**config.mk**
```make
export PLATFORM = sky130hd
export DESIGN_NAME = rv32m_div_unit
export DESIGN_NICKNAME = d
export VERILOG_FILES = /design/src/rtl/rv32m_div_unit.sv
export SDC_FILE = /design/constraint.sdc
export NUM_CORES = 1
export LEC_CHECK = 0
export ABC_CLOCK_PERIOD_IN_PS = 7200
export BUFFER_PORTS_ARGS = -buffer_cell sky130_fd_sc_hd__buf_4
export CAP_MARGIN = 20
export CORE_MARGIN = 5
export CORE_UTILIZATION = 49
export DETAILED_ROUTE_END_ITERATION = 8
export PLACE_DENSITY = 0.67
export SLEW_MARGIN = 15
export SYNTH_ARGS = -nofsm -noshare
export SYNTH_HDL_FRONTEND = slang
export SYNTH_SLANG_ARGS = --single-unit
```
**constraint.sdc**
```tcl
create_clock -name ACLK -period 7.2 [get_ports ACLK]
set_clock_uncertainty 0.1 [all_clocks]
set_input_delay 1.44 -clock ACLK [delete_from_list [all_inputs] [get_ports ACLK]]
set_output_delay 1.44 -clock ACLK [all_outputs]
set_load 0.1 [all_outputs]
```
**src/rtl/rv32m_div_unit.sv**
```systemverilog
// Iterative restoring divider for RV32M DIV/DIVU/REM/REMU.
// One quotient bit per cycle; divide-by-zero and signed overflow skip the iteration.
module rv32m_div_unit #(
  parameter int XLEN = 32
) (
  input  logic            ACLK,
  input  logic            ARESETN,
  input  logic            in_valid,
  output logic            in_ready,
  input  logic [1:0]      op,
  input  logic [XLEN-1:0] rs1,
  input  logic [XLEN-1:0] rs2,
  input  logic            kill,
  output logic            out_valid,
  input  logic            out_ready,
  output logic [XLEN-1:0] result,
  output logic            busy
);

  typedef enum logic [1:0] {
    IDLE = 2'd0,
    CALC = 2'd1,
    FIX  = 2'd2,
    DONE = 2'd3
  } state_t;

  localparam logic [XLEN-1:0] ALL_ONES = {XLEN{1'b1}};
  localparam logic [XLEN-1:0] ZERO     = {XLEN{1'b0}};
  localparam logic [XLEN-1:0] MIN_NEG  = {1'b1, {(XLEN-1){1'b0}}};

  state_t          state_r;
  state_t          state_nxt_s;
  logic [1:0]      op_r;
  logic            sign_a_r;
  logic            sign_b_r;
  logic [XLEN-1:0] rem_r;
  logic [XLEN-1:0] q_r;
  logic [XLEN-1:0] div_r;
  logic [4:0]      cnt_r;
  logic [XLEN-1:0] result_r;
  logic            out_valid_r;

  logic            accept_s;
  logic            signed_in_s;
  logic            sign_a_in_s;
  logic            sign_b_in_s;
  logic [XLEN-1:0] a_abs_s;
  logic [XLEN-1:0] b_abs_s;
  logic            div_zero_s;
  logic            ovf_s;
  logic            special_s;
  logic [XLEN-1:0] special_res_s;
  logic [XLEN:0]   shift_s;
  logic [XLEN:0]   trial_s;
  logic [XLEN-1:0] q_fix_s;
  logic [XLEN-1:0] r_fix_s;
  logic [XLEN-1:0] fix_res_s;

  // Accept decode, operand magnitudes and special-case detection
  always_comb begin
    accept_s    = in_valid && (state_r == IDLE) && !kill;
    signed_in_s = ~op[0];
    sign_a_in_s = signed_in_s & rs1[XLEN-1];
    sign_b_in_s = signed_in_s & rs2[XLEN-1];
    a_abs_s     = sign_a_in_s ? (ZERO - rs1) : rs1;
    b_abs_s     = sign_b_in_s ? (ZERO - rs2) : rs2;
    div_zero_s  = (rs2 == ZERO);
    ovf_s       = signed_in_s && (rs1 == MIN_NEG) && (rs2 == ALL_ONES);
    special_s   = div_zero_s | ovf_s;
    if (div_zero_s) begin
      special_res_s = op[1] ? rs1 : ALL_ONES;
    end else begin
      special_res_s = op[1] ? ZERO : MIN_NEG;
    end
  end

  // One restoring step and the final sign correction
  always_comb begin
    shift_s   = {rem_r, q_r[XLEN-1]};
    trial_s   = shift_s - {1'b0, div_r};
    q_fix_s   = (~op_r[0] && (sign_a_r ^ sign_b_r)) ? (ZERO - q_r) : q_r;
    r_fix_s   = (~op_r[0] && sign_a_r) ? (ZERO - rem_r) : rem_r;
    fix_res_s = op_r[1] ? r_fix_s : q_fix_s;
  end

  // State register
  always_ff @(posedge ACLK) begin
    if (!ARESETN) begin
      state_r <= IDLE;
    end else begin
      state_r <= state_nxt_s;
    end
  end

  // Next-state logic; kill overrides every other transition
  always_comb begin
    state_nxt_s = state_r;
    if (kill) begin
      state_nxt_s = IDLE;
    end else begin
      case (state_r)
        IDLE: begin
          if (accept_s) begin
            state_nxt_s = special_s ? DONE : CALC;
          end else begin
            state_nxt_s = IDLE;
          end
        end
        CALC: begin
          if (cnt_r == 5'd31) begin
            state_nxt_s = FIX;
          end else begin
            state_nxt_s = CALC;
          end
        end
        FIX: state_nxt_s = DONE;
        DONE: begin
          if (out_valid_r && out_ready) begin
            state_nxt_s = IDLE;
          end else begin
            state_nxt_s = DONE;
          end
        end
        default: state_nxt_s = IDLE;
      endcase
    end
  end

  // Handshake/stall outputs decoded from the state register
  always_comb begin
    in_ready = 1'b0;
    busy     = 1'b0;
    case (state_r)
      IDLE:    in_ready = 1'b1;
      CALC:    busy     = 1'b1;
      FIX:     busy     = 1'b1;
      DONE:    busy     = 1'b0;
      default: begin
        in_ready = 1'b0;
        busy     = 1'b0;
      end
    endcase
  end

  // Datapath: operand latch, iteration, result and out_valid registers
  always_ff @(posedge ACLK) begin
    if (!ARESETN) begin
      op_r        <= 2'd0;
      sign_a_r    <= 1'b0;
      sign_b_r    <= 1'b0;
      rem_r       <= ZERO;
      q_r         <= ZERO;
      div_r       <= ZERO;
      cnt_r       <= 5'd0;
      result_r    <= ZERO;
      out_valid_r <= 1'b0;
    end else if (kill) begin
      cnt_r       <= 5'd0;
      result_r    <= ZERO;
      out_valid_r <= 1'b0;
    end else begin
      case (state_r)
        IDLE: begin
          if (accept_s) begin
            op_r     <= op;
            sign_a_r <= sign_a_in_s;
            sign_b_r <= sign_b_in_s;
            rem_r    <= ZERO;
            q_r      <= a_abs_s;
            div_r    <= b_abs_s;
            cnt_r    <= 5'd0;
            if (special_s) begin
              result_r <= special_res_s;
            end
          end
        end
        CALC: begin
          cnt_r <= cnt_r + 5'd1;
          if (!trial_s[XLEN]) begin
            rem_r <= trial_s[XLEN-1:0];
            q_r   <= {q_r[XLEN-2:0], 1'b1};
          end else begin
            rem_r <= shift_s[XLEN-1:0];
            q_r   <= {q_r[XLEN-2:0], 1'b0};
          end
        end
        FIX: begin
          result_r    <= fix_res_s;
          out_valid_r <= 1'b1;
        end
        DONE: begin
          // Special cases enter DONE with out_valid still low; raise it one edge later
          if (!out_valid_r) begin
            out_valid_r <= 1'b1;
          end else if (out_ready) begin
            out_valid_r <= 1'b0;
          end
        end
        default: out_valid_r <= 1'b0;
      endcase
    end
  end

  assign out_valid = out_valid_r;
  assign result    = result_r;

endmodule

```
==> summary.txt <==
Floorplanning
  • DIE AREA: 25100 um2
  • I/O pins: ~110
  • Initial Util: 0.496
  • Die Ht: between 150 and 200 um
  • Row count: 54
  • Die W: around 160 um
  • Core area: roughly 22000 um2

Global routing
  • Largest net degree at the start of global routing: 75
  • Grt total ovfl: 0
  • Vias in the first global route: 10.0k
  • Met3 usage: 0.0359
  • First-pass GRT wire length: about 51 mm
  • Initial antenna violation count: 0
  • GRT Overall Usage: 0.252
  • Met1 usage: 0.347
  • GRT busiest layer: met2
  • Global routing usage on met2: 0.421

Detailed routing
  • Post-DR vias/cell: ~5.9
  • Iteration-0 DRC Markers: between 900 and 1k
  • Final WL: 32.0 mm
  • WL per Instance: around 18 um
  • DRC Markers: 0
  • DR pass1 iterations: 6
  • Final ANT Viol Nets: 0
  • Via count: ~11k

Yosys
  • Sequential element share of the synthesized area: 0.260
  • Yosys top cell area share: 0.260
  • Cell Area, Synth: approximately 11000 um2
  • Post-synth EDFFs: 0
  • Main synth FF type: dfxtp_1
  • Ranking of synthesized cells by area: dfxtp_1, o21ai_0, nand2_1
  • Mapped Nets: around 1.6k
  • Flops & latches, synth: 140
  • Async set-or-reset flop fraction in the synthesized netlist: 0
  • Ys Warns: 0
  • Syn avg cell area: 7.33 um2
  • Synth cell types: 70
  • Largest area contributor in the netlist: dfxtp_1
  • Syn Inst Count: ~1.5k

STA
  • Worst Max-Slew Pin Slew: about 1.1 ns
  • Min Tclk post-route: 4.75 ns
  • Fmax: 0.211 GHz
  • Worst slew margin relative to its limit: 0.284
  • Final setup vio count: 0
  • Max-slew violation count: 0
  • RSZ-0062 raised after global routing: false
  • Period utilization: 0.660
  • Sum Neg Setup Slack: 0 ns
  • Final Hold Fails: 0

Pwr
  • Maximum vdd drop: 0.106 mV
  • PD cells: approximately 180 nW/um2
  • Leakage: ~5.0 nW

CTS
  • Htree depth: 4
  • Post-cts repair resize count: 0
  • CTS tree: yes
  • Total CTS buffers: 17
  • Clock sinks: 140
  • CTS Hold Bufs: 0
  • Root buffer cell: clkbuf_16
  • Clock Latency Late Sink: 0.42 ns
  • Post-CTS setup buffer count: 0
  • Clock Tree Buf Depth: 2
  • Worst-path clk slew: 0.06 ns

Setup path
  • Startpoint Class: input pin
  • WP data arrival: about 5 ns
  • Req. time, crit path: between 7 and 8 ns
  • Worst-path fanout max: 20
  • Worst setup EP type: flop
  • Critical path type: input pin to flop

Place
  • Port Buffer Count: ~110
  • Final GP Congestion: between 0.9 and 1
  • HPWL Detailed: between 20 and 25 mm

Outcome
  • Run status: completed

Layout
  • Antenna Diode Count: 0
  • Area of the multi-input gates: 7420 um2
  • Register area: roughly 2800 um2
  • Final core occ: 0.566
  • Share of layout cells above drive strength 1: 0.114
  • Fillers: around 2.1k
  • Final nets: ~1.6k
  • Area delta synth->final: 14.1%

Hold path
  • Min-delay worst type: flop to flop

Job
  • Max_cap viols: 0
-- critical path, stage by stage --
cell and delay (ns):
buf_4 0.13, or4_4 0.56, or4b_4 0.57, nor3_4 0.27, nand4b_2 0.41, nor2_1 0.98, o21ai_0 0.29, a311oi_2 0.32
-- synthesized netlist by cell type (all sizes together), types with 15 or more instances --
master    n
a211oi   15
a21boi   25
a21oi   114
a31oi    16
and2     16
and3     15
buf      25
clkbuf   64
dfxtp   140
ha       43
inv      58
mux2i    21
nand2   204
nand2b   15
nand3    28
nand4    15
nor2    114
nor2b    18
nor3     33
nor4     17
o211a    31
o21ai   159
o31ai    21
or3      18
xnor2    86
xor2     55
-- through the flow --
stage	cell area (um2)	power (mW)	setup WS, ns	hold slack [ns]	cells
6_report	12300	2.17	2.45	0.384	1812
5_1_grt	12300	2.26	2.21	0.415	1812
4_1_cts	12300	2.18	2.53	0.393	1812
3_5_place_dp	11700	1.22	2.09	0.375	1780
3_3_place_gp	11700	1.21	2.05	0.362	1780
2_1_floorplan	10800	1.10	3.36	0.344	1472
-- final timing paths --
kind / endpoint / slack (ns) / depth (start not counted) / start
hold reg to reg: div_r[30] / 0.38 / 2 / div_r[30]
setup reg to reg: rem_r[24] / 3.31 / 12 / q_r[31]
setup / recovery: result[15] / 2.45 / 8 / rs2[6]
hold / removal: div_r[30] / 0.38 / 2 / div_r[30]
-- report_power, final --
group	switching [mW]	total, mW	internal [mW]
clock	0.365	0.955	0.590
combinational	0.232	0.388	0.155
sequential	0.0245	0.823	0.799
-- routing by layer --
| metal | part of all wire | vias up |
|---|---|---|
| li1 | - | 5318 |
| met2 | 0.46 | 327 |
| met4 | 0.016 | 0 |
| met3 | 0.054 | 37 |
| met5 | 0 | - |
| met1 | 0.46 | 4959 |
-- kinds of logic after synthesis --
| family | synth area share |
|---|---|
| flip-flops | 0.260 |
| buffers and inverters | 0.0545 |
| AND/OR/NAND/NOR | 0.230 |
| XOR/XNOR | 0.115 |
| AO/OA/AOI/OAI | 0.268 |
| adder cells (fa/ha/maj) | 0.0518 |
| multiplexers | 0.0216 |
-- sequential cells by signal, indices dropped and copies added, names as in the netlist --
register   cells
op_r           2
q_r           32
result        32
out_valid      1
rem_r         32
state_r        2
sign_b_r       1
sign_a_r       1
cnt_r          5
div_r         32
-- layout by cell type, fill, tap and decap left out, types with 17 or more instances in the layout --
| master | synthesis | routed |
|---|---|---|
| a21boi_0 | 25 | 25 |
| o211a_1 | 31 | 31 |
| o31ai_1 | 21 | 21 |
| xnor2_1 | 86 | 86 |
| dfxtp_1 | 140 | 140 |
| nor2b_1 | 18 | 17 |
| mux2i_1 | 21 | 21 |
| nor2_1 | 114 | 113 |
| a21oi_1 | 114 | 113 |
| inv_1 | 58 | 58 |
| nor3_1 | 32 | 32 |
| ha_1 | 43 | 42 |
| buf_4 | 2 | 117 |
| nand3_1 | 28 | 28 |
| or3_1 | 18 | 18 |
| nand2_1 | 202 | 202 |
| nor4_1 | 17 | 17 |
| o21ai_0 | 157 | 157 |
| clkbuf_16 | 0 | 17 |
| xor2_1 | 55 | 54 |
-- area by class of cell --
cell class                      instances  share of cell area
Timing Repair Buffer                  117              0.0714
Inverter                               59              0.0180
Multi-Input combinational cell       1184               0.603
Clock buffer                           18              0.0357
Tap cell                              280              0.0285
Sequential cell                       140               0.228
Clock inverter                         14              0.0158
No activity file was read; power rests on OpenSTA's default activity.
